--- config.mk ---
export PLATFORM = sky130hd
export DESIGN_NAME = multicycle_ctrl
export DESIGN_NICKNAME = d
export VERILOG_FILES = /design/src/rtl/multicycle_ctrl.sv
export SDC_FILE = /design/constraint.sdc
export NUM_CORES = 1
export LEC_CHECK = 0
export BUFFER_PORTS_ARGS = -buffer_cell sky130_fd_sc_hd__buf_2
export CAP_MARGIN = 20
export CORE_AREA = 10 10 47 49
export DETAILED_ROUTE_END_ITERATION = 7
export DIE_AREA = 0 0 57 59
export GPL_TIMING_DRIVEN = 0
export PLACE_DENSITY = 0.72
export SYNTH_ARGS = -nofsm -noshare
export SYNTH_HDL_FRONTEND = slang
export SYNTH_SLANG_ARGS = --single-unit
--- constraint.sdc ---
create_clock -name clk -period 2.2 [get_ports clk]
set_clock_uncertainty 0.15 [all_clocks]
set_input_delay 0.11 -clock clk [delete_from_list [all_inputs] [get_ports clk]]
set_output_delay 0.11 -clock clk [all_outputs]
set_load 0.05 [all_outputs]
--- src/rtl/multicycle_ctrl.sv ---
// rtl/multicycle_ctrl.sv - multicycle MIPS-subset control FSM; CTRL_RETIRE_CNT_EN adds the retired-instruction counter
module multicycle_ctrl (
  input  logic        clk,
  input  logic        reset_n,
  input  logic [5:0]  opcode,
  input  logic [5:0]  funct,
  input  logic        zero,
  input  logic        mem_ready,
  output logic        pcwr,
  output logic [1:0]  pcsrc,
  output logic        irwr,
  output logic        regwr,
  output logic [1:0]  regdst,
  output logic [1:0]  memtoreg,
  output logic        alusrc,
  output logic [2:0]  aluop,
  output logic        memrd,
  output logic        memwr,
  output logic        illegal
`ifdef CTRL_RETIRE_CNT_EN
  ,
  output logic [31:0] retired
`endif
);

  localparam logic [5:0] OP_RTYPE = 6'b000000;
  localparam logic [5:0] OP_J     = 6'b000010;
  localparam logic [5:0] OP_JAL   = 6'b000011;
  localparam logic [5:0] OP_BEQ   = 6'b000100;
  localparam logic [5:0] OP_BNE   = 6'b000101;
  localparam logic [5:0] OP_ADDI  = 6'b001000;
  localparam logic [5:0] OP_XORI  = 6'b001110;
  localparam logic [5:0] OP_LW    = 6'b100011;
  localparam logic [5:0] OP_SW    = 6'b101011;
  localparam logic [5:0] FN_JR    = 6'b001000;
  localparam logic [5:0] FN_ADD   = 6'b100000;
  localparam logic [5:0] FN_SUB   = 6'b100010;
  localparam logic [5:0] FN_SLT   = 6'b101010;

  typedef enum logic [2:0] {
    START  = 3'd0,
    FETCH  = 3'd1,
    DECODE = 3'd2,
    EXEC   = 3'd3,
    MEM    = 3'd4,
    WB     = 3'd5
  } state_t;

  state_t state, next_state;

  logic is_rtype, is_j, is_jal, is_beq, is_bne, is_addi, is_xori, is_lw, is_sw;
  logic is_jr, is_add, is_sub, is_slt, is_legal;

  assign is_rtype = (opcode == OP_RTYPE);
  assign is_j     = (opcode == OP_J);
  assign is_jal   = (opcode == OP_JAL);
  assign is_beq   = (opcode == OP_BEQ);
  assign is_bne   = (opcode == OP_BNE);
  assign is_addi  = (opcode == OP_ADDI);
  assign is_xori  = (opcode == OP_XORI);
  assign is_lw    = (opcode == OP_LW);
  assign is_sw    = (opcode == OP_SW);
  assign is_jr    = is_rtype && (funct == FN_JR);
  assign is_add   = is_rtype && (funct == FN_ADD);
  assign is_sub   = is_rtype && (funct == FN_SUB);
  assign is_slt   = is_rtype && (funct == FN_SLT);
  assign is_legal = is_j | is_jal | is_beq | is_bne | is_addi | is_xori | is_lw | is_sw |
                    is_jr | is_add | is_sub | is_slt;

  // State register; reset abandons any in-flight access by returning to START
  always_ff @(posedge clk or negedge reset_n) begin
    if (!reset_n) state <= START;
    else          state <= next_state;
  end

  // Next-state and per-state control outputs
  always_comb begin
    next_state = state;
    pcwr       = 1'b0;
    pcsrc      = 2'b00;
    irwr       = 1'b0;
    regwr      = 1'b0;
    regdst     = 2'b00;
    memtoreg   = 2'b00;
    alusrc     = 1'b0;
    aluop      = 3'b000;
    memrd      = 1'b0;
    memwr      = 1'b0;
    illegal    = 1'b0;
    case (state)
      START: next_state = FETCH;
      FETCH: begin
        irwr       = 1'b1;
        pcwr       = 1'b1;
        next_state = DECODE;
      end
      DECODE: begin
        if (!is_legal) begin
          illegal    = 1'b1;
          next_state = FETCH;
        end else if (is_j) begin
          pcwr       = 1'b1;
          pcsrc      = 2'b10;
          next_state = FETCH;
        end else if (is_jal) begin
          pcwr       = 1'b1;
          pcsrc      = 2'b10;
          regwr      = 1'b1;
          regdst     = 2'b10;
          memtoreg   = 2'b10;
          next_state = FETCH;
        end else if (is_jr) begin
          pcwr       = 1'b1;
          pcsrc      = 2'b11;
          next_state = FETCH;
        end else begin
          next_state = EXEC;
        end
      end
      EXEC: begin
        if (is_sub || is_beq || is_bne) aluop = 3'b001;
        else if (is_xori)               aluop = 3'b010;
        else if (is_slt)                aluop = 3'b011;
        else                            aluop = 3'b000;
        alusrc = is_addi | is_xori | is_lw | is_sw;
        if (is_beq || is_bne) begin
          // Branch decision is the only output that follows an input combinationally
          pcwr       = is_beq ? zero : ~zero;
          pcsrc      = 2'b01;
          next_state = FETCH;
        end else if (is_lw || is_sw) begin
          next_state = MEM;
        end else begin
          next_state = WB;
        end
      end
      MEM: begin
        memrd = is_lw;
        memwr = is_sw;
        if (mem_ready) next_state = is_lw ? WB : FETCH;
      end
      WB: begin
        regwr      = 1'b1;
        regdst     = is_rtype ? 2'b01 : 2'b00;
        memtoreg   = is_lw ? 2'b01 : 2'b00;
        next_state = FETCH;
      end
      default: next_state = START;
    endcase
  end

`ifdef CTRL_RETIRE_CNT_EN
  logic [31:0] retired_cnt;
  logic        retiring;

  assign retiring = (next_state == FETCH) &&
                    ((state == DECODE) || (state == EXEC) || (state == MEM) || (state == WB));

  // Count every instruction that completes, including illegal ones and untaken branches
  always_ff @(posedge clk or negedge reset_n) begin
    if (!reset_n)      retired_cnt <= 32'd0;
    else if (retiring) retired_cnt <= retired_cnt + 32'd1;
  end

  assign retired = retired_cnt;
`endif

endmodule

# Word-level counts from Yosys, hierarchy flattened
# Index checks and enable logic that the tools add are counted.
[op_classes]
n_bitwise = 15
n_reduce_logical = 11
eq_ne = 18
muxes = 43
[op_table]
columns = ["op", "n"]
rows = [
  ["6-bit equality test (second input constant)", 5],
  ["2-bit two-way mux", 15],
  ["1-bit two-way mux", 19],
  ["6-bit by 4-bit equality test with 1-bit output (second input constant)", 3],
  ["3-bit one-hot mux with 5 select lines", 1],
  ["1-bit bitwise OR", 14],
  ["6-bit by 2-bit equality test with 1-bit output (second input constant)", 2],
  ["6-bit by 3-bit equality test with 1-bit output (second input constant)", 2],
  ["2-bit one-hot mux with 2 select lines", 3],
  ["3-bit two-way mux", 3],
  ["3-bit by 2-bit equality test with 1-bit output (second input constant)", 2],
  ["3-bit equality test (second input constant)", 2],
  ["6-bit zero test", 1],
  ["1-bit logical AND", 4],
  ["1-bit logical OR", 4],
  ["3-bit by 1-bit equality test with 1-bit output (second input constant)", 1],
  ["3-bit zero test", 1],
  ["1-bit one-hot mux with 3 select lines", 1],
  ["2-bit inequality test (second input constant)", 1],
  ["1-bit one-hot mux with 2 select lines", 1],
  ["2-bit OR reduction", 1],
  ["1-bit NOT", 1],
]
[totals]
out_inout_bits = 16
ff_bits = 3
input_bits = 16

# Longest topological paths before layout
[logic_depth]
depth_word = 14
depth_mapped = 5
mapped_depth_nobuf = 5

# Worst setup path before layout
# Ideal clock, no wire load.
[synth_path]
path_type = "flip-flop to output port"
from = "register state[2]"
to = "output illegal"
path_stages_with_launch = 4
arrival_ns = 2.309
n_path_buf = 0
slack_ns = -0.369
t_required_ns = 1.940
path_cell_list = "dfrtp_1 -> nor2b_1 -> nand2b_1 -> nor4_1"
[synth_between]
elab_chain_cells = 2
[synth_lines]
columns = ["element", "line_no", "source"]
rows = [
  ["start, declared", "49", "state_t state, next_state;"],
  ["start signal, assigned", "73", "else state <= next_state;"],
  ["3-bit by 2-bit equality test with 1-bit output", "90", "case (state)"],
  ["1-bit two-way mux", "90", ""],
  ["end, declared", "19", "output logic illegal"],
]
# No other way between the ends.

# Worst setup path after layout
# Ends and elaborated chain as after synthesis.

==> results.toml <==
[timing]
max_freq_mhz = 497
hold_viol = 0
period_needed_ps = 2010
slew_viol_final = 0
setup_violations = 0
finalSetupTns_ps = 0
final_min_period_over_clock_period = 0.914
rsz0062_at_grt = "no"
timing.final.ws_setup_ps = 188

[routing]
wire_per_inst_um = 14.4
drt_iter0_drc = 14
wl_um = 1760
vias = 678
first_pass_iters = 4
route.antenna.remaining_nets = 0
vias_per_cell = 5.56
drcViolationCount = 0

[placed_design]
place_congestion = 0.790
portBuffers = 30
hpwl_um = 1490
place_area_um2 = 689
dp.cells = 117
dp_worst_setup_slack_ps = 395

[worst_setup_path]
start_kind = "flip-flop"
cp_cell_sequence = "nor2b_1, nand2b_1, nor4_2, clkbuf_4"
worstSetupPathType = "flip-flop to output port"
max_stage_delay_ps = 450
path_max_fanout = 7
crit_slowest_cell = "dfrtp_1"
worstSetupEndpointType = "output port"
critPathArrivalTime_ps = 1750
crit_required_ps = 1940

[synth]
ys_top_cells_by_area = "dfrtp_1 15%, nand2b_1 7.6%, nand2_1 6.9%"
syn_nets = 87
synth_edf_count = 0
ys_types = 34
ys_warn_count = 0
ys_seq_area_frac = 0.153
async_reset_ff_frac = 1.00
synth_top_area_share = 0.153
synth.avg_cell_area_um2 = 6.93
ys_ff_latch = 3
synth_largest_area_cell = "dfrtp_1"
synthCells = 71
synth_area_um2 = 492
synth_ff_type = "dfrtp_1"

[die]
start_util = 0.351
rows = 14
die_w_um = 57
die_h_um = 59
pin_count = 32
dieArea_mm2 = 0.00336
core_area_mm2 = 0.00140

[cts]
root_buffer = "clkbuf_4"
cts_sinks = 3
cts_tree = "built"
h-tree-depth = 1
numCtsBuffers = 3
path_clk_slew_ps = 40
postCtsSetupRepairBufs = 0
clockBufferDepth = 2
clock_latency_ps = 240

[global_routing]
antenna_found_initial = 0
grt_max_degree = 11
grt.total_usage = 0.104
grt_pass1_wl_um = 3020
grt_pass1_vias = 679
overflow = 0

[worst_hold_path]
hold_class = "input pin to flip-flop"

[cells_and_area]
postLayoutCellArea_um2 = 728
num_antenna_cells = 0
largest_register_ff_count = 3
drive_gt1_frac = 0.425
fillCellCount = 150
layout.cells.non_filler = 122
largest_register = "state"
layout.nets = 123
ff_latch_area_um2 = 75.1
reg_top3 = "state (3)"
final_util = 0.520
syn2layout_area_growth_pct = 48.1
multi_input_area_um2 = 418

[power_and_ir_drop]
power.density_mw_per_mm2 = 881
peakVddDrop_mv = 0.482
p_leak_uw = 0.000331

[run_status]
status = "finished clean"

[job]
cap_violations = 0
-- report_power, final --
part | leakage [µW] | total, µW | switching, µW | internal [µW]
clock | 0.0000150 | 97.9 | 29.8 | 68.0
combinational | 0.000279 | 422 | 296 | 126
sequential | 0.0000371 | 121 | 38.1 | 83.1
-- cells in the final DEF (no fill, tap or decap), types with 2 or more instances in the layout --
cell type,n
a21oi_1,4
and2_1,3
buf_2,29
buf_4,2
clkbuf_1,2
clkbuf_4,4
dfrtp_1,3
inv_1,2
nand2_1,9
nand2b_1,6
nand4_1,2
nor2_1,5
nor2b_1,2
nor3_1,5
nor4_2,3
o21ai_0,3
-- cell usage after synthesis, types with 2 or more instances --
library cell  count
a21oi_1           4
and2_1            3
buf_4             2
dfrtp_1           3
inv_1             2
nand2_1           9
nand2b_1          6
nand4_1           2
nor2_1            5
nor2b_1           2
nor3_1            6
nor4_1            3
o21ai_0           3
-- path summary, 6_finish.rpt --
kind                                      start              endpoint  slack, ps  cells after the start
hold / removal                        mem_ready  state[0]$_DFFE_PN0P_          6                      3
max in group asynchronous               reset_n  state[2]$_DFFE_PN0P_       1740                      2
min in group asynchronous               reset_n  state[0]$_DFFE_PN0P_         40                      2
setup / recovery           state[2]$_DFFE_PN0P_               illegal        190                      4
setup reg to reg           state[2]$_DFFE_PN0P_  state[1]$_DFFE_PN0P_        750                      3
hold reg to reg            state[2]$_DFFE_PN0P_  state[1]$_DFFE_PN0P_        460                      1
-- critical path: cells and delay by family, from the launching register on --
family | cells | cell delay (ps)
buffers and inverters | 1 | 280
flip-flops | 1 | 450
AND/OR/NAND/NOR | 3 | 790
-- logic make-up (layout without fill, tap and decap cells) --
| logic type | Yosys count | after routing | share of synthesized area |
|---|---|---|---|
| buffers and inverters | 5 | 40 | 0.0534 |
| flip-flops | 3 | 3 | 0.153 |
| AND/OR/NAND/NOR | 43 | 43 | 0.504 |
| AO/OA/AOI/OAI | 18 | 18 | 0.265 |
| other | 1 | 1 | 0.00763 |
| XOR/XNOR | 1 | 1 | 0.0178 |
-- through the flow --
stage	hold WS, ps	total power [µW]
after global placement	-245	530
after CTS	10.6	643
final	6.44	641
after floorplan	-336	433
after global routing	31.8	697
after detailed placement	-240	539
-- timing repair --
item	4_1_cts	5_1_grt
gates resized for setup	0	1
setup endpoints to repair	0	1
endpoints found under the hold margin	3	0
hold buffers	1	0
-- layer usage --
| layer | GRT usage | up-vias | share of wire |
|---|---|---|---|
| met3 | 0.0279 | 4 | 0.051 |
| met1 | 0.121 | 318 | 0.42 |
| met2 | 0.177 | 24 | 0.52 |
| met4 | 0.0436 | 0 | 0.011 |
| met5 | 0 | - | 0 |
| li1 | - | 332 | - |
-- final cells by class --
| cell class | instances | share of cell area |
|---|---|---|
| buffer | 3 | 0.0258 |
| inverter | 2 | 0.0103 |
| clock buffer | 4 | 0.0361 |
| sequential | 3 | 0.103 |
| tap | 16 | 0.0275 |
| multi-input combinational | 63 | 0.574 |
| timing repair buffer | 31 | 0.223 |
Power figures use the tool's default switching activity.
